--- config.mk ---
export PLATFORM = sky130hd
export DESIGN_NAME = mode_select
export DESIGN_NICKNAME = d
export VERILOG_FILES = /design/src/rtl/mode_select_pkg.sv /design/src/rtl/btn_debounce.sv /design/src/rtl/mode_select.sv
export SDC_FILE = /design/constraint.sdc
export NUM_CORES = 1
export LEC_CHECK = 0
export CAP_MARGIN = 20
export CORE_MARGIN = 4
export CORE_UTILIZATION = 35
export DETAILED_ROUTE_END_ITERATION = 16
export PLACE_DENSITY = 0.52
export SLEW_MARGIN = 20
export SYNTH_ARGS = -nofsm -noshare
export SYNTH_HDL_FRONTEND = slang
export SYNTH_SLANG_ARGS = --single-unit
export TNS_END_PERCENT = 5
--- constraint.sdc ---
create_clock -name clk -period 5.1 [get_ports clk]
set_input_delay 0.765 -clock clk [delete_from_list [all_inputs] [get_ports clk]]
set_output_delay 0.765 -clock clk [all_outputs]
set_load 0.01 [all_outputs]
--- src/rtl/mode_select_pkg.sv ---
// mode_select_pkg: shared state encoding and mode constants for the mode selector
package mode_select_pkg;
  localparam int MODE_W = 2;
  localparam logic [MODE_W-1:0] MODE_RESET = 2'd0;
  typedef enum logic [1:0] {IDLE = 2'd0, PRESSED = 2'd1, LONG_HELD = 2'd2} state_t;
endpackage

--- src/rtl/btn_debounce.sv ---
// btn_debounce: two-flop synchronizer plus counter debouncer for an active-low panel button
module btn_debounce #(
  parameter int DEBOUNCE_CYCLES = 500000
) (
  input  logic clk,
  input  logic rst_n,
  input  logic btn_n,
  output logic btn_pressed
);
  localparam int CW = $clog2(DEBOUNCE_CYCLES) + 1;
  logic [1:0] sync;
  logic [CW-1:0] cnt;
  logic s;
  assign s = ~sync[1];
  // bring the raw button into the clock domain, idling at released
  always_ff @(posedge clk)
    if (!rst_n) sync <= 2'b11;
    else sync <= {sync[0], btn_n};
  // accept a new level only after it has been stable for DEBOUNCE_CYCLES cycles
  always_ff @(posedge clk)
    if (!rst_n) begin
      cnt <= '0;
      btn_pressed <= 1'b0;
    end else if (s == btn_pressed) cnt <= '0;
    else if (cnt == CW'(DEBOUNCE_CYCLES - 1)) begin
      btn_pressed <= s;
      cnt <= '0;
    end else cnt <= cnt + 1'b1;
endmodule

--- src/rtl/mode_select.sv ---
// mode_select: short press steps mode 0-3, long press (MODE_SELECT_LONGPRESS_EN) forces mode 0
module mode_select
  import mode_select_pkg::*;
#(
  parameter int DEBOUNCE_CYCLES = 500000,
  parameter int LONG_PRESS_CYCLES = 100000000
) (
  input  logic clk,
  input  logic rst_n,
  input  logic btn_n,
  output logic [MODE_W-1:0] mode,
  output logic mode_changed,
  output logic btn_pressed
);
  state_t state;
  if (LONG_PRESS_CYCLES < 1) begin : g_bad_long
    $error("LONG_PRESS_CYCLES must be greater than 0");
  end
  btn_debounce #(.DEBOUNCE_CYCLES(DEBOUNCE_CYCLES)) u_debounce (
    .clk(clk),
    .rst_n(rst_n),
    .btn_n(btn_n),
    .btn_pressed(btn_pressed)
  );
`ifdef MODE_SELECT_LONGPRESS_EN
  localparam int HW = $clog2(LONG_PRESS_CYCLES) + 1;
  localparam logic [HW-1:0] HOLD_LAST = HW'((LONG_PRESS_CYCLES > 1) ? LONG_PRESS_CYCLES - 2 : 0);
  logic [HW-1:0] hold;
  logic long_now;
  // the press is first seen one cycle after btn_pressed rises, so matching
  // LONG_PRESS_CYCLES-2 here lands the mode reset exactly LONG_PRESS_CYCLES after the rise
  assign long_now = btn_pressed && ((state == IDLE && LONG_PRESS_CYCLES == 1) ||
                                    (state == PRESSED && hold == HOLD_LAST));
  // saturating hold timer, cleared on press and advancing only while PRESSED
  always_ff @(posedge clk)
    if (!rst_n) hold <= '0;
    else if (state == IDLE && btn_pressed) hold <= '0;
    else if (state == PRESSED && hold != '1) hold <= hold + 1'b1;
`endif
  // press/release FSM owning the mode register and its change strobe
  always_ff @(posedge clk)
    if (!rst_n) begin
      state <= IDLE;
      mode <= MODE_RESET;
      mode_changed <= 1'b0;
    end else begin
      mode_changed <= 1'b0;
`ifdef MODE_SELECT_LONGPRESS_EN
      if (long_now) begin
        state <= LONG_HELD;
        mode <= MODE_RESET;
        mode_changed <= mode != MODE_RESET;
      end else
`endif
      if (state == IDLE && btn_pressed) state <= PRESSED;
      else if (state != IDLE && !btn_pressed) begin
        state <= IDLE;
        if (state == PRESSED) begin
          mode <= mode + 1'b1;
          mode_changed <= 1'b1;
        end
      end
    end
endmodule
Word-level counts from Yosys, hierarchy flattened
Index checks and enable logic that the tools add are counted.
W data, S select, Z words.
{"block": "op_classes", "addsub": 2, "n_eq_ne": 2, "mux": 3, "bitwise": 5, "reduce_logical": 9}
{"operator": "$add A20 B1 Y20 const B", "count": 1}
{"operator": "$eq A20 B19 Y1 const B", "count": 1}
{"operator": "$reduce_or A3 Y1", "count": 2}
{"operator": "$not A1 Y1", "count": 5}
{"operator": "$mux W1", "count": 3}
{"operator": "$reduce_and A3 Y1", "count": 1}
{"operator": "$add A2 B1 Y2 const B", "count": 1}
{"operator": "$logic_and A1 B1 Y1", "count": 2}
{"operator": "$logic_not A2 Y1", "count": 1}
{"operator": "$reduce_and A2 Y1", "count": 1}
{"operator": "$reduce_bool A2 Y1", "count": 1}
{"operator": "$eq A1 B1 Y1", "count": 1}
{"operator": "$logic_not A1 Y1", "count": 1}
{"block": "totals", "reg_bits": 27, "inputBits": 3, "output_inout_bits": 4, "elab_cells": 27}

Longest topological paths before layout
Gate-level depths: netlist (run 1).
{"block": "logic_depth", "ltp_word": 4, "mapped_depth": 6, "ltp_nobuf": 5}

Hierarchy
Synthesis (run 1) repeated with hierarchy kept, for this count alone.
{"block": "unflattened", "hier_cells": 137, "area_unflattened_um2": 1242.4}
{"module": "btn_debounce", "n_inst": 1, "cells_per_inst": 118, "area_per_inst_um2": 1053.5, "seq_area_each_um2": 460.4}
{"module": "mode_select", "n_inst": 1, "cells_per_inst": 19, "area_per_inst_um2": 188.9, "seq_area_each_um2": 80.1}

Worst setup path after synthesis (run 1)
No wires, ideal clock.
{"block": "synth_timing", "kind": "register to register", "start": "reg u_debounce.cnt[7]", "end": "reg u_debounce.cnt[10]", "setup_time_ns": 0.115, "arrival_ns": 1.789, "required_time_ns": 4.985, "slack_ns": 3.197, "path_stages_with_launch": 6, "path_buffers": 1, "synth_period_minus_slack_ns": 1.903, "cell_sequence": "dfxtp_1 > or4b_1 > or4_4 > o21bai_4 > buf_6 > nor2_1"}
{"block": "synth_between", "elab_chain_len": 2, "elab_cells_between_ends": 3, "classes_between": "1 x add/sub; 1 x eq/ne; 1 x reduce/logical"}
{"element": "start, declared", "line": "btn_debounce.sv:12", "text": "logic [CW-1:0] cnt;"}
{"element": "start signal, assigned", "line": "btn_debounce.sv:28", "text": "end else cnt <= cnt + 1'b1;"}
{"element": "branches (longest 2 deep; another with $add A20 B1 Y20)"}
Several ways; the timed one is not identified.
A chain may end at the register's enable or synchronous reset.

Worst setup path after layout (run 1)
{"block": "layout_timing", "start": "reg u_debounce.btn_pressed", "end": "out btn_pressed"}
{"element": "start, declared", "line": "btn_debounce.sv:8", "text": "output logic btn_pressed"}
{"element": "start signal, assigned", "line": "btn_debounce.sv:26", "text": "btn_pressed <= s;"}
{"element": "end, declared", "line": "mode_select.sv:13", "text": "output logic btn_pressed"}
No word-level cell between the ends.

==> results of run 1 <==
## worst reg2reg max path, delay by kind of cell (launching register included)
kind | cells | cell delay [ps]
flip-flops | 1 | 380
AND/OR/NAND/NOR | 3 | 1200
AO/OA/AOI/OAI | 1 | 390
## kinds of logic (layout without fill, tap and decap cells)
| group | after synthesis | count (layout) | synth area share |
|---|---|---|---|
| AO/OA/AOI/OAI | 6 | 6 | 0.0363 |
| AND/OR/NAND/NOR | 63 | 63 | 0.281 |
| flip-flops | 27 | 27 | 0.448 |
| adder cells (fa/ha/maj) | 4 | 4 | 0.0415 |
| buffers and inverters | 8 | 16 | 0.0373 |
| multiplexers | 3 | 3 | 0.0249 |
| XOR/XNOR | 18 | 18 | 0.131 |
## per-layer routing
metal,up-vias,track usage,routed length (um),part of all wire
li1,455,-,-,-
met3,2,0.0405,86,0.044
met1,402,0.134,909,0.46
met5,-,0,0,0
met4,0,0.0305,16,0.0082
met2,19,0.188,947,0.48
## power breakdown
part	switching, mW	leakage, nW	internal, mW	total (mW)
sequential	0.000547	0.218	0.212	0.212
combinational	0.00251	0.160	0.00272	0.00523
clock	0.0598	0.0177	0.0294	0.0892
total	0.0629	0.396	0.244	0.307
## sequential cells by signal, indices dropped and copies added (netlist names)
signal,cells
u_debounce.sync,2
u_debounce.btn_pressed,1
state,1
u_debounce.cnt,20
mode_changed,1
mode,2
## stage by stage
step	instances	hold slack, ps	setup WS, ps	cell area [um^2]	utilization
global placement	179	400	3020	1300	0.390
finish	183	435	3020	1330	0.398
CTS	183	445	2980	1330	0.398
detailed placement	179	406	3010	1300	0.390
floorplan	129	386	3200	1210	-
global route	183	458	2880	1330	0.398
## cells in the final DEF, fill, tap and decap left out, drive strengths merged
cell type       n
dfxtp          27
nor2           20
xnor2          13
nand2           8
inv             6
nor4            6
clkdlybuf4s50   6
xor2            5
nand3           5
nand4           5
nor3            4
ha              4
or3             3
mux2i           3
nand2b          3
a21oi           3
clkbuf          3
or4             3
and2            2
o21ai           2
or4b            1
nand3b          1
o21bai          1
and4            1
nor2b           1
clkinv          1
## path summary, 6_finish.rpt
kind                            slack [ps]            endpoint              startpoint
worst max-delay path                  3020         btn_pressed  u_debounce.btn_pressed
worst min-delay path                   440  u_debounce.sync[1]      u_debounce.sync[0]
worst max register to register        3020  u_debounce.cnt[12]       u_debounce.cnt[6]
worst min register to register         440  u_debounce.sync[1]      u_debounce.sync[0]
## layout make-up
type / instances / area, um^2 / area share
clock inverters: 1 / 5.00 / 0.00377
multi-input cells: 94 / 621 / 0.467
inverters: 6 / 22.5 / 0.0169
repair buffers: 6 / 60.1 / 0.0452
flip-flops and latches: 27 / 541 / 0.407
clock buffers: 3 / 22.5 / 0.0169
well taps: 46 / 57.6 / 0.0433
==> flow_metrics.py, run 1 <==
metrics = {
    "cells_and_area": {
        "n_antenna_cell": 0,
        "fin_nets": 145,
        "fill_cells": 358,
        "area_delta_synth_final_pct": 10.2,
        "layout-drive-gt1-share": 0.0584,
    },
    "grt": {
        "grt_max_degree": 20,
        "grt_pass1_vias": 844,
        "antenna_found_initial": 0,
        "overflow": 0,
        "grt_use_total": 0.112,
        "grt_pass1_wl_um": 3790,
    },
    "place": {
        "portBuffers": 6,
        "place_hpwl_um": 1440,
        "routabilityCongestion": 0.734,
    },
    "route": {
        "ant_nets": 0,
        "drtIter0Drc": 57,
        "viasPerCell": 4.80,
        "drc": 0,
        "dr.pass1.iters": 4,
        "drt_wl_total_um": 1960,
        "dr_total_vias": 878,
        "routedWlPerCell_um": 10.7,
    },
    "setup_path": {
        "crit_cells": 1,
        "r2r_cells": 4,
        "criticalPathCategory": "reg2out",
        "cpPeakStageDelay_ps": 570,
        "critPathArrivalTime_ps": 1320,
        "worstSetupEndpointType": "primary output",
        "path_cells": "clkdlybuf4s50_1",
        "crit_required_ps": 4340,
        "cp_max_fo": 5,
        "crit_buf_inv": 1,
        "startpoint_type": "register",
        "crit_path_top_delay_cell": "clkdlybuf4s50_1",
        "critPathTopFamily": "buffers and inverters",
    },
    "power": {
        "power_mw": 0.307,
        "peakVddDrop_mv": 0.151,
        "power_density_nw_per_um2": 231,
        "p_leak_nw": 0.396,
    },
    "sta": {
        "fin_skew_ps": 5.30,
        "tns_ps": 0,
        "fin_crit_ps": 2080,
        "tightest_slew_ps": 502,
        "fmax_mhz": 480,
        "rsz0062_at_grt": "no",
        "relSlewSlack": 0.662,
        "fin_crit_sh": 0.409,
        "final-hold-violation-count": 0,
        "finalSetupViolCount": 0,
        "slew_violations": 0,
    },
    "die": {
        "die_h_um": 66.7,
        "fp.dieArea_um2": 4450,
        "start_util": 0.361,
        "die_w_um": 66.7,
        "io_pins": 7,
        "coreArea_um2": 3340,
        "rows": 21,
    },
    "status": {
        "outcome": "finished, final reports clean",
    },
    "logic_synthesis": {
        "post-synth-top-count-cell": "dfxtp_1",
        "yosysUniqueCellTypes": 27,
        "yosysSeqAreaShare": 0.448,
        "synth_edf_count": 0,
        "synthTopCellsByArea": "dfxtp_1, xnor2_1, nor2_1",
        "synth_area_leader_cell": "dfxtp_1",
        "ys.flop_type": "dfxtp_1",
        "yosys-top-cells-count": "dfxtp_1, nor2_1, xnor2_1",
        "synth_top_area_share": 0.448,
        "syn_inst": 129,
        "synth_seq_cells": 27,
        "syn_area_um2": 1210,
        "syn_avg_cell_area_um2": 9.35,
        "async_flop_share": 0,
        "syn_nets": 136,
        "ys_warn_count": 0,
    },
    "cts": {
        "root_buffer": "clkbuf_4",
        "cts_hold_buf": 0,
        "ctsHtreeMaxLevel": 1,
        "clk_pin_slew_ps": 130,
        "cts_buffer_depth": 2,
        "cts_resized": 0,
        "cts_buffers": 3,
        "cts_tree": "built",
        "cts_num_sinks": 27,
        "clk_latency_ps": 320,
        "post_cts_buffers": 0,
    },
    "worst_hold_path": {
        "hold_depth": 1,
        "hold_class": "reg2reg",
    },
    "run": {
        "maxCapViolCount": 0,
    },
}
No activity file was read; power rests on OpenSTA's default activity.
==> run 2: changes to the inputs <==
- clock period: 5.1 -> 2.1 ns (I/O delays scaled with it)
==> run 2 against run 1 <==
  * Sequential share of layout area decreased by 2.3 points
  * Final cell count up 4.9%
  * Final area grew 6.0%
  * Critical path type is now reg2reg
  * Critical endpoint is now u_debounce.cnt[19]
  * Largest cell class unchanged
==> flow_metrics.py, run 2 (same netlist as run 1, synthesis figures left out) <==
metrics = {
    "power": {
        "power_density_nw_per_um2": 536,
        "power_mw": 0.755,
        "peakVddDrop_mv": 0.407,
        "p_leak_nw": 0.444,
    },
    "sta": {
        "relSlewSlack": 0.733,
        "finalSetupViolCount": 0,
        "rsz0062_at_grt": "no",
        "fin_skew_ps": 1.07,
        "slew_violations": 0,
        "fin_crit_ps": 1910,
        "tns_ps": 0,
        "final-hold-violation-count": 0,
        "fin_crit_sh": 0.910,
        "fmax_mhz": 523,
        "setup_ws_ps": 189,
        "tightest_slew_ps": 397,
    },
    "setup_path": {
        "criticalPathCategory": "reg2reg",
        "crit_required_ps": 2330,
        "worstSetupEndpointType": "register",
        "critPathArrivalTime_ps": 2140,
        "startpoint_type": "register",
        "cp_max_fo": 6,
    },
    "worst_hold_path": {
        "hold_class": "reg2reg",
    },
    "cells_and_area": {
        "n_antenna_cell": 0,
        "regMostFlops": "u_debounce.cnt",
        "largestRegisters": "u_debounce.cnt (20), mode (2), u_debounce.sync (2)",
        "finish.utilization": 0.422,
        "area_delta_synth_final_pct": 16.8,
        "largest_reg_flops": 20,
        "final_cell_mix": "dfxtp_1, nor2_1, xnor2_1, nand2_1, buf_4",
        "fin_nets": 154,
        "layout-drive-gt1-share": 0.116,
        "layout_commonest_cell": "dfxtp_1",
    },
    "route": {
        "route.met2.wl_um": 1010,
        "top_layer_used": "met4",
        "drt_wl_total_um": 2150,
        "dr.pass1.iters": 4,
        "dr_total_vias": 893,
        "drc": 0,
        "drtIter0Drc": 31,
        "viasPerCell": 4.65,
        "wl_met3_um": 74,
        "ant_nets": 0,
        "routedWlPerCell_um": 11.2,
        "wl_met1_um": 1050,
    },
    "grt": {
        "overflow": 0,
        "grt_use_total": 0.115,
        "antenna_found_initial": 0,
        "grt_pass1_wl_um": 3940,
        "grt_max_degree": 16,
        "grt_pass1_vias": 939,
    },
    "status": {
        "outcome": "finished, final reports clean",
    },
    "cts": {
        "cts_hold_buf": 0,
        "cts_tree": "built",
        "cts_num_sinks": 27,
        "cts_resized": 0,
        "root_buffer": "clkbuf_4",
        "cts_buffers": 3,
        "ctsHtreeMaxLevel": 1,
        "clk_latency_ps": 320,
        "post_cts_buffers": 0,
        "cts_buffer_depth": 2,
        "clk_pin_slew_ps": 140,
    },
    "place": {
        "portBuffers": 6,
        "post-place-ws_ps": 195,
        "routabilityCongestion": 0.788,
        "place_hpwl_um": 1650,
    },
    "die": {
        "rows": 21,
        "start_util": 0.361,
        "coreArea_um2": 3340,
        "die_w_um": 66.7,
        "die_h_um": 66.7,
        "fp.dieArea_um2": 4450,
        "io_pins": 7,
    },
    "run": {
        "maxCapViolCount": 0,
    },
}
==> run 2: cell count changes in the layout (fill, tap and decap cells not counted), sizes merged <==
| cell | previous run | this run |
|---|---|---|
| buf | 0 | 9 |
==> run 2: cell type report <==
class                   count  area [um^2]
repair buffers             15          140
clock inverters             1         5.00
fillers                   351         1930
inverters                   6         22.5
multi-input cells          94          621
well taps                  46         57.6
clock buffers               3         22.5
flip-flops and latches     27          541
==> run 2: metal layers <==
metal  GRT usage  up-vias
met5           0        -
met4      0.0228        0
met3      0.0405        2
met2       0.210       13
met1       0.128      406
li1            -      472
==> run 2: power by group <==
| part | internal [mW] | switching (mW) |
|---|---|---|
| sequential | 0.515 | 0.00139 |
| clock | 0.0714 | 0.151 |
| combinational | 0.0102 | 0.00707 |
| total | 0.596 | 0.159 |
==> run 2: worst max-delay path, stage by stage (launching register included) <==
cell and delay [ps]:
dfxtp_1 370, or4b_1 500, or4_4 570, o21bai_4 170
buf_4 170, a21oi_1 40
==> run 2: path summary, 6_finish.rpt <==
path | cells past startpoint | start | end | slack, ps
max | 5 | u_debounce.cnt[6] | u_debounce.cnt[19] | 190
min | 1 | u_debounce.sync[0] | u_debounce.sync[1] | 430
max reg2reg | 5 | u_debounce.cnt[6] | u_debounce.cnt[19] | 190
min reg2reg | 1 | u_debounce.sync[0] | u_debounce.sync[1] | 430
==> run 2: through the flow <==
step                cells  instance area (um^2)  hold slack, ps
floorplan             129                  1210             386
global placement      188                  1380             409
detailed placement    188                  1380             401
CTS                   192                  1410             437
global route          192                  1410             441
finish                192                  1410             432
==> run 3: changes to the inputs <==
- CTS_CLUSTER_DIAMETER: not set -> 150
==> results of run 3 <==
Same layout as run 2: the final DEF is identical, and so are final timing and power.
